File: src/rtl/axi_read_pkg.sv
// Shared encodings, command-entry field offsets and FSM state type for the
// AXI read-slave controller.
package axi_read_pkg;

    localparam logic [1:0] BURST_FIXED = 2'b00;
    localparam logic [1:0] BURST_INCR  = 2'b01;
    localparam logic [1:0] BURST_WRAP  = 2'b10;

    localparam logic [1:0] RESP_OKAY   = 2'b00;
    localparam logic [1:0] RESP_SLVERR = 2'b10;

    // Entry layout, LSB first: prot[3], cache[4], lock[2], burst[2], size[2],
    // len[4], addr[32], id[tagbits]. Only the id field depends on tagbits and
    // it sits on top, so every offset below is tagbits-independent.
    localparam int PROT_LSB     = 0;
    localparam int CACHE_LSB    = 3;
    localparam int LOCK_LSB     = 7;
    localparam int BURST_LSB    = 9;
    localparam int SIZE_LSB     = 11;
    localparam int LEN_LSB      = 13;
    localparam int ADDR_LSB     = 17;
    localparam int ENTRY_BASE_W = 49;
    localparam int ID_LSB       = ENTRY_BASE_W;

    typedef enum logic [1:0] {
        ST_IDLE,
        ST_REQ,
        ST_CAP,
        ST_RESP
    } state_e;

    // Commands the 32-bit data path cannot serve: 8-byte beats, the reserved
    // burst type, and WRAP lengths that are not 2/4/8/16 beats.
    function automatic logic cmd_illegal(input logic [1:0] size,
                                         input logic [1:0] burst,
                                         input logic [3:0] len);
        logic bad_wrap;
        bad_wrap = (burst == BURST_WRAP) &&
                   !(len == 4'd1 || len == 4'd3 || len == 4'd7 || len == 4'd15);
        return (size == 2'b11) || (burst == 2'b11) || bad_wrap;
    endfunction

endpackage

File: src/rtl/axi_burst_addr_gen.sv
// Next-beat address for FIXED/INCR/WRAP bursts. INCR rolls over at 2^32 and
// does not honour 4 KB boundaries; WRAP stays inside the (len+1)<<size window.
module axi_burst_addr_gen
    import axi_read_pkg::*;
(
    input  logic [31:0] addr_i,
    input  logic [1:0]  size_i,
    input  logic [3:0]  len_i,
    input  logic [1:0]  burst_i,
    output logic [31:0] next_addr_o
);

    logic [31:0] beat_bytes;
    logic [31:0] wrap_bytes;
    logic [31:0] wrap_mask;
    logic [31:0] incr_addr;

    assign beat_bytes = 32'd1 << size_i;
    assign wrap_bytes = ({28'd0, len_i} + 32'd1) << size_i;
    assign wrap_mask  = wrap_bytes - 32'd1;
    assign incr_addr  = addr_i + beat_bytes;

    // Select the update rule for the current burst type.
    always_comb begin
        next_addr_o = addr_i;
        case (burst_i)
            BURST_INCR: next_addr_o = incr_addr;
            BURST_WRAP: next_addr_o = (addr_i & ~wrap_mask) | (incr_addr & wrap_mask);
            default:    next_addr_o = addr_i;
        endcase
    end

endmodule

File: src/rtl/axi_read_slave_ctrl.sv
// Read-slave sequencer: pops one AR command at a time from the command FIFO,
// reads each beat from a single-port memory and presents it on the R channel.
//
//   state   | meaning
//   --------+-----------------------------------------------------------
//   ST_IDLE | waiting for a queued command; pops and latches it
//   ST_REQ  | one-cycle memory read strobe at the current beat address
//   ST_CAP  | memory data returns; captured into the RDATA register
//   ST_RESP | beat presented with RVALID until RREADY handshake
module axi_read_slave_ctrl
    import axi_read_pkg::*;
#(
    parameter int tagbits = 2
) (
    input  logic                            clk,
    input  logic                            rst,
    input  logic [ENTRY_BASE_W+tagbits-1:0] fifo_entry,
    input  logic                            fifo_empty,
    output logic                            fifo_read_en,
    output logic                            mem_req,
    output logic [31:0]                     mem_addr,
    input  logic [31:0]                     mem_rdata,
    output logic [tagbits-1:0]              RID,
    output logic [31:0]                     RDATA,
    output logic [1:0]                      RRESP,
    output logic                            RLAST,
    output logic                            RVALID,
    input  logic                            RREADY,
    output logic                            busy
);

    state_e             state_q, state_d;
    logic [tagbits-1:0] id_q, id_d;
    logic [31:0]        addr_q, addr_d;
    logic [31:0]        rdata_q, rdata_d;
    logic [3:0]         len_q, len_d;
    logic [3:0]         beat_q, beat_d;
    logic [1:0]         size_q, size_d;
    logic [1:0]         burst_q, burst_d;
    logic               err_q, err_d;

    logic [tagbits-1:0] ent_id;
    logic [31:0]        ent_addr;
    logic [3:0]         ent_len;
    logic [1:0]         ent_size;
    logic [1:0]         ent_burst;
    logic               ent_illegal;
    logic               unused_attr;
    logic [31:0]        next_addr;
    logic               last_beat;

    assign ent_id      = fifo_entry[ID_LSB +: tagbits];
    assign ent_addr    = fifo_entry[ADDR_LSB +: 32];
    assign ent_len     = fifo_entry[LEN_LSB +: 4];
    assign ent_size    = fifo_entry[SIZE_LSB +: 2];
    assign ent_burst   = fifo_entry[BURST_LSB +: 2];
    assign ent_illegal = cmd_illegal(ent_size, ent_burst, ent_len);
    // lock/cache/prot travel with the command but do not affect reads.
    assign unused_attr = ^fifo_entry[LOCK_LSB+1:PROT_LSB];

    assign last_beat = (beat_q == len_q);

    axi_burst_addr_gen u_addr_gen (
        .addr_i      (addr_q),
        .size_i      (size_q),
        .len_i       (len_q),
        .burst_i     (burst_q),
        .next_addr_o (next_addr)
    );

    // State and burst-context registers.
    always_ff @(posedge clk or negedge rst) begin
        if (!rst) begin
            state_q <= ST_IDLE;
            id_q    <= '0;
            addr_q  <= '0;
            rdata_q <= '0;
            len_q   <= '0;
            beat_q  <= '0;
            size_q  <= '0;
            burst_q <= '0;
            err_q   <= 1'b0;
        end else begin
            state_q <= state_d;
            id_q    <= id_d;
            addr_q  <= addr_d;
            rdata_q <= rdata_d;
            len_q   <= len_d;
            beat_q  <= beat_d;
            size_q  <= size_d;
            burst_q <= burst_d;
            err_q   <= err_d;
        end
    end

    // Next-state logic, command pop and beat sequencing.
    always_comb begin
        state_d      = state_q;
        id_d         = id_q;
        addr_d       = addr_q;
        rdata_d      = rdata_q;
        len_d        = len_q;
        beat_d       = beat_q;
        size_d       = size_q;
        burst_d      = burst_q;
        err_d        = err_q;
        fifo_read_en = 1'b0;
        case (state_q)
            ST_IDLE: begin
                // rst gates the pop so the FIFO head is not consumed while held in reset.
                if (!fifo_empty && rst) begin
                    fifo_read_en = 1'b1;
                    id_d         = ent_id;
                    addr_d       = ent_addr;
                    len_d        = ent_len;
                    size_d       = ent_size;
                    burst_d      = ent_burst;
                    beat_d       = '0;
                    rdata_d      = '0;
                    err_d        = ent_illegal;
                    state_d      = ent_illegal ? ST_RESP : ST_REQ;
                end
            end
            ST_REQ: state_d = ST_CAP;
            ST_CAP: begin
                rdata_d = mem_rdata;
                state_d = ST_RESP;
            end
            ST_RESP: begin
                if (RREADY) begin
                    if (last_beat) begin
                        state_d = ST_IDLE;
                    end else begin
                        beat_d  = beat_q + 4'd1;
                        addr_d  = next_addr;
                        // Error bursts never touch memory; RDATA stays zero.
                        state_d = err_q ? ST_RESP : ST_REQ;
                    end
                end
            end
            default: state_d = ST_IDLE;
        endcase
    end

    assign mem_req  = (state_q == ST_REQ);
    assign mem_addr = addr_q;
    assign RVALID   = (state_q == ST_RESP);
    assign RLAST    = RVALID && last_beat;
    assign RID      = id_q;
    assign RDATA    = rdata_q;
    assign RRESP    = err_q ? RESP_SLVERR : RESP_OKAY;
    assign busy     = (state_q != ST_IDLE);

endmodule

File: config.mk
export PLATFORM = sky130hd
export DESIGN_NAME = axi_read_slave_ctrl
export DESIGN_NICKNAME = d
export VERILOG_FILES = /design/src/rtl/axi_read_pkg.sv /design/src/rtl/axi_burst_addr_gen.sv /design/src/rtl/axi_read_slave_ctrl.sv
export SDC_FILE = /design/constraint.sdc
export NUM_CORES = 1
export LEC_CHECK = 0
export ABC_CLOCK_PERIOD_IN_PS = 8500
export BUFFER_PORTS_ARGS = -buffer_cell sky130_fd_sc_hd__buf_2
export CAP_MARGIN = 10
export CORE_ASPECT_RATIO = 1.75
export CORE_MARGIN = 1.5
export CORE_UTILIZATION = 30
export CTS_CLUSTER_DIAMETER = 40
export DETAILED_ROUTE_END_ITERATION = 7
export PLACE_DENSITY = 0.61
export REMOVE_ABC_BUFFERS = 1
export SLEW_MARGIN = 5
export SYNTH_ARGS = -nofsm -noshare
export SYNTH_HDL_FRONTEND = slang
export SYNTH_SLANG_ARGS = --single-unit
export TNS_END_PERCENT = 100
File: constraint.sdc
create_clock -name clk -period 8.5 [get_ports clk]
set_clock_uncertainty 0.15 [all_clocks]
set_input_delay 0.85 -clock clk [delete_from_list [all_inputs] [get_ports clk]]
set_output_delay 0.85 -clock clk [all_outputs]
set_load 0.05 [all_outputs]
==> summary.md <==
| Metric | Value |
|---|---|
| Status | `finished, final reports clean` |
| Largest area contributor in the netlist | `dfrtp_1` |
| Grt ovf | `0` |
| Buffers on Ports | `149` |
| Post CTS Setup Buffer Count | `0` |
| Setup Total Neg Slack | `0 ps` |
| Util after Layout | `0.373` |
| Clock root buffer | `clkbuf_16` |
| Global-route usage over all layers | `0.176` |
| Crit-path cells | `buf_4, nand2b_1, or3_1, clkinv_1, buf_4, buf_2` |
| Largest net degree at the start of global routing | `58` |
| Routability cong. | `0.803` |
| Worst reg2reg path depth | `10` |
| Fill count | `1816` |
| CTS buffer count | `9` |
| Count of buffer and inverter cells on the critical path | `4` |
| First drt pass iteration count | `7` |
| Leakage | `2.78 nW` |
| Synthesis Warnings | `0` |
| P per Cell Area | `472 nW/um^2` |
| Clk_lat worst skew | `340 ps` |
| Clk slew on worst S/H paths | `roughly 60 ps` |
| # setup viols final | `0` |
| Synth area leaders | `dfrtp_1 (39%), nand2_1 (9.4%), o21ai_0 (6.9%)` |
| Max Slew Vio Count | `0` |
| Max Root-Sink Buffers | `2` |
| Die area | `between 15000 and 20000 sq um` |
| Hold-fix buffers at CTS | `0` |
| Ant diodes | `0` |
| Hold Path Class | `primary input to asynchronous set/reset pin` |
| Synth Cell Area | `around 5200 sq um` |
| Layout cell share with drive strength beyond 1 | `0.261` |
| DRC | `0` |
| Crit path max-delay family | `buffers and inverters` |
| Top cells by instance count after synthesis | `nand2_1 (130), dfrtp_1 (81), o21ai_0 (72)` |
| Critical Path RT | `7500 ps` |
| Die Height | `177 um` |
| Most common cell in the netlist | `nand2_1` |
| Core area | `16900 sq um` |
| CTS tree | `yes` |
| Placement Cell Area | `around 6000 sq um` |
| Crit. path cell count | `6` |
| Worst flop-to-flop path startpoint | `size_q[0]$_DFFE_PN0P_` |
| Netlist cell types | `76` |
| Part of the Yosys area used for sequential elements | `0.390` |
| RSZ-0062 raised after global routing | `false` |
| Vias | `5052` |
| Crit start category | `primary input` |
| Slew of the pin with the lowest slew margin | `864 ps` |
| EDFF count, synth | `0` |
| Die Wd | `about 100 um` |
| Final Hold Vio Count | `0` |
| Avg Vias per Cell | `about 5.2` |
| Critical path peak fanout | `52` |
| Number of cells upsized or downsized after cts | `0` |
| CP startpoint | `rst` |
| CP max stage delay | `530 ps` |
| Detailed Route WL | `roughly 16000 um` |
| F_max | `260 MHz` |
| Maxcap violations | `0` |
| #FFs+latches synth | `81` |
| Share of the synthesized area in the top cell type | `0.390` |
| Synth Flop Type | `dfrtp_1` |
| Ys async rst share | `1.00` |
| DR iter-0 viols | `240` |
| Initial antenna violation count | `0` |
| Peak supply drop | `0.231 mV` |
| Period utilization | `0.453` |
| # rows | `63` |
| HPWL after DPL | `11300 um` |
| Slew margin rel. | `0.420` |
| Post-layout min period | `3850 ps` |
| WL/cell | `16.0 um` |
| Net count, final | `around 840` |
| I/O pin total | `160` |
| CP max-delay cell | `or3_1` |
| Initial core utilization | `0.307` |
| First-pass GRT wire length | `25000 um` |
| CP Data Arrival Time | `2850 ps` |
| Antenna-violating nets left | `0` |
| CTS sink count | `81` |
| Vias in the first global route | `4934` |
| H-tree levels | `3` |
| Mapped Cells | `627` |
| Kind of critical path | `primary input to output pin` |
| Area Overhead vs Synth | `21.6%` |
| Design Area, Final | `6320 sq um` |
| CP most frequent cell | `buf_4` |
| Crit. End Element | `output pin` |
| R2r setup slk | `~5000 ps` |
| Mapped Avg Cell Area | `8.29 sq um` |
[cell type report]
class,count,area [sq um],share of cell area
Multi-Input combinational cell,478,2820,0.445
Sequential cell,81,2030,0.321
Timing Repair Buffer,156,801,0.127
Tap cell,227,284,0.0449
Clock buffer,10,229,0.0362
Clock inverter,6,91.3,0.0144
Inverter,20,75.1,0.0119
[worst max-delay path by stage]
stage,end
after floorplan,flop
after global placement,fifo_read_en
after detailed placement,fifo_read_en
after CTS,fifo_read_en
after global routing,fifo_read_en
final,fifo_read_en
[cells in the final DEF, fill, tap and decap left out, types with 5 or more instances in the layout]
cell and n:
buf_2 148, nand2_1 129, dfrtp_1 81, o21ai_0 72, nor2_1 32, a21oi_1 25
inv_1 19, nand3_1 16, a31oi_1 12, nor3_1 10, xnor2_1 10, a211oi_1 10
and3_1 9, clkbuf_16 9, nor2b_1 8, o221ai_1 8, ha_1 8, buf_4 8
and2_1 7, a22oi_1 7, o22ai_1 7, a32oi_1 7, nand4_1 6, xor2_1 6
o31ai_1 6, o22a_1 5
[stage by stage]
step	hold slack (ps)	total power, W	instances	worst slack, ps
floorplan	352	0.00208	579	4340
global placement	303	0.00255	962	4610
detailed placement	317	0.00256	962	4610
CTS	302	0.00300	978	4590
global route	309	0.00320	978	4460
finish	299	0.00298	978	4650
[report_power, final]
group	switching [W]	leakage, nW	internal, W	total [W]
combinational	0.00128	1.66	0.000516	0.00179
clock	0.000163	0.157	0.000259	0.000422
sequential	0.000202	0.967	0.000563	0.000765
total	0.00164	2.78	0.00134	0.00298
[logic make-up (layout without fill, tap and decap cells)]
logic type / Yosys count / after routing / synth area share
XOR/XNOR: 16 / 16 / 0.0269
AND/OR/NAND/NOR: 251 / 251 / 0.231
adder cells (fa/ha/maj): 9 / 9 / 0.0231
other: 1 / 1 / 0.000721
multiplexers: 3 / 3 / 0.00650
AO/OA/AOI/OAI: 198 / 198 / 0.252
buffers and inverters: 68 / 192 / 0.0695
flip-flops: 81 / 81 / 0.390
[per-layer routing]
metal,share of wire,GRT usage,vias up
li1,-,-,2487
met1,0.40,0.194,2327
met2,0.50,0.316,211
met3,0.074,0.0430,27
met4,0.024,0.0736,0
met5,0,0,-
(Power assumes the default switching activity.)
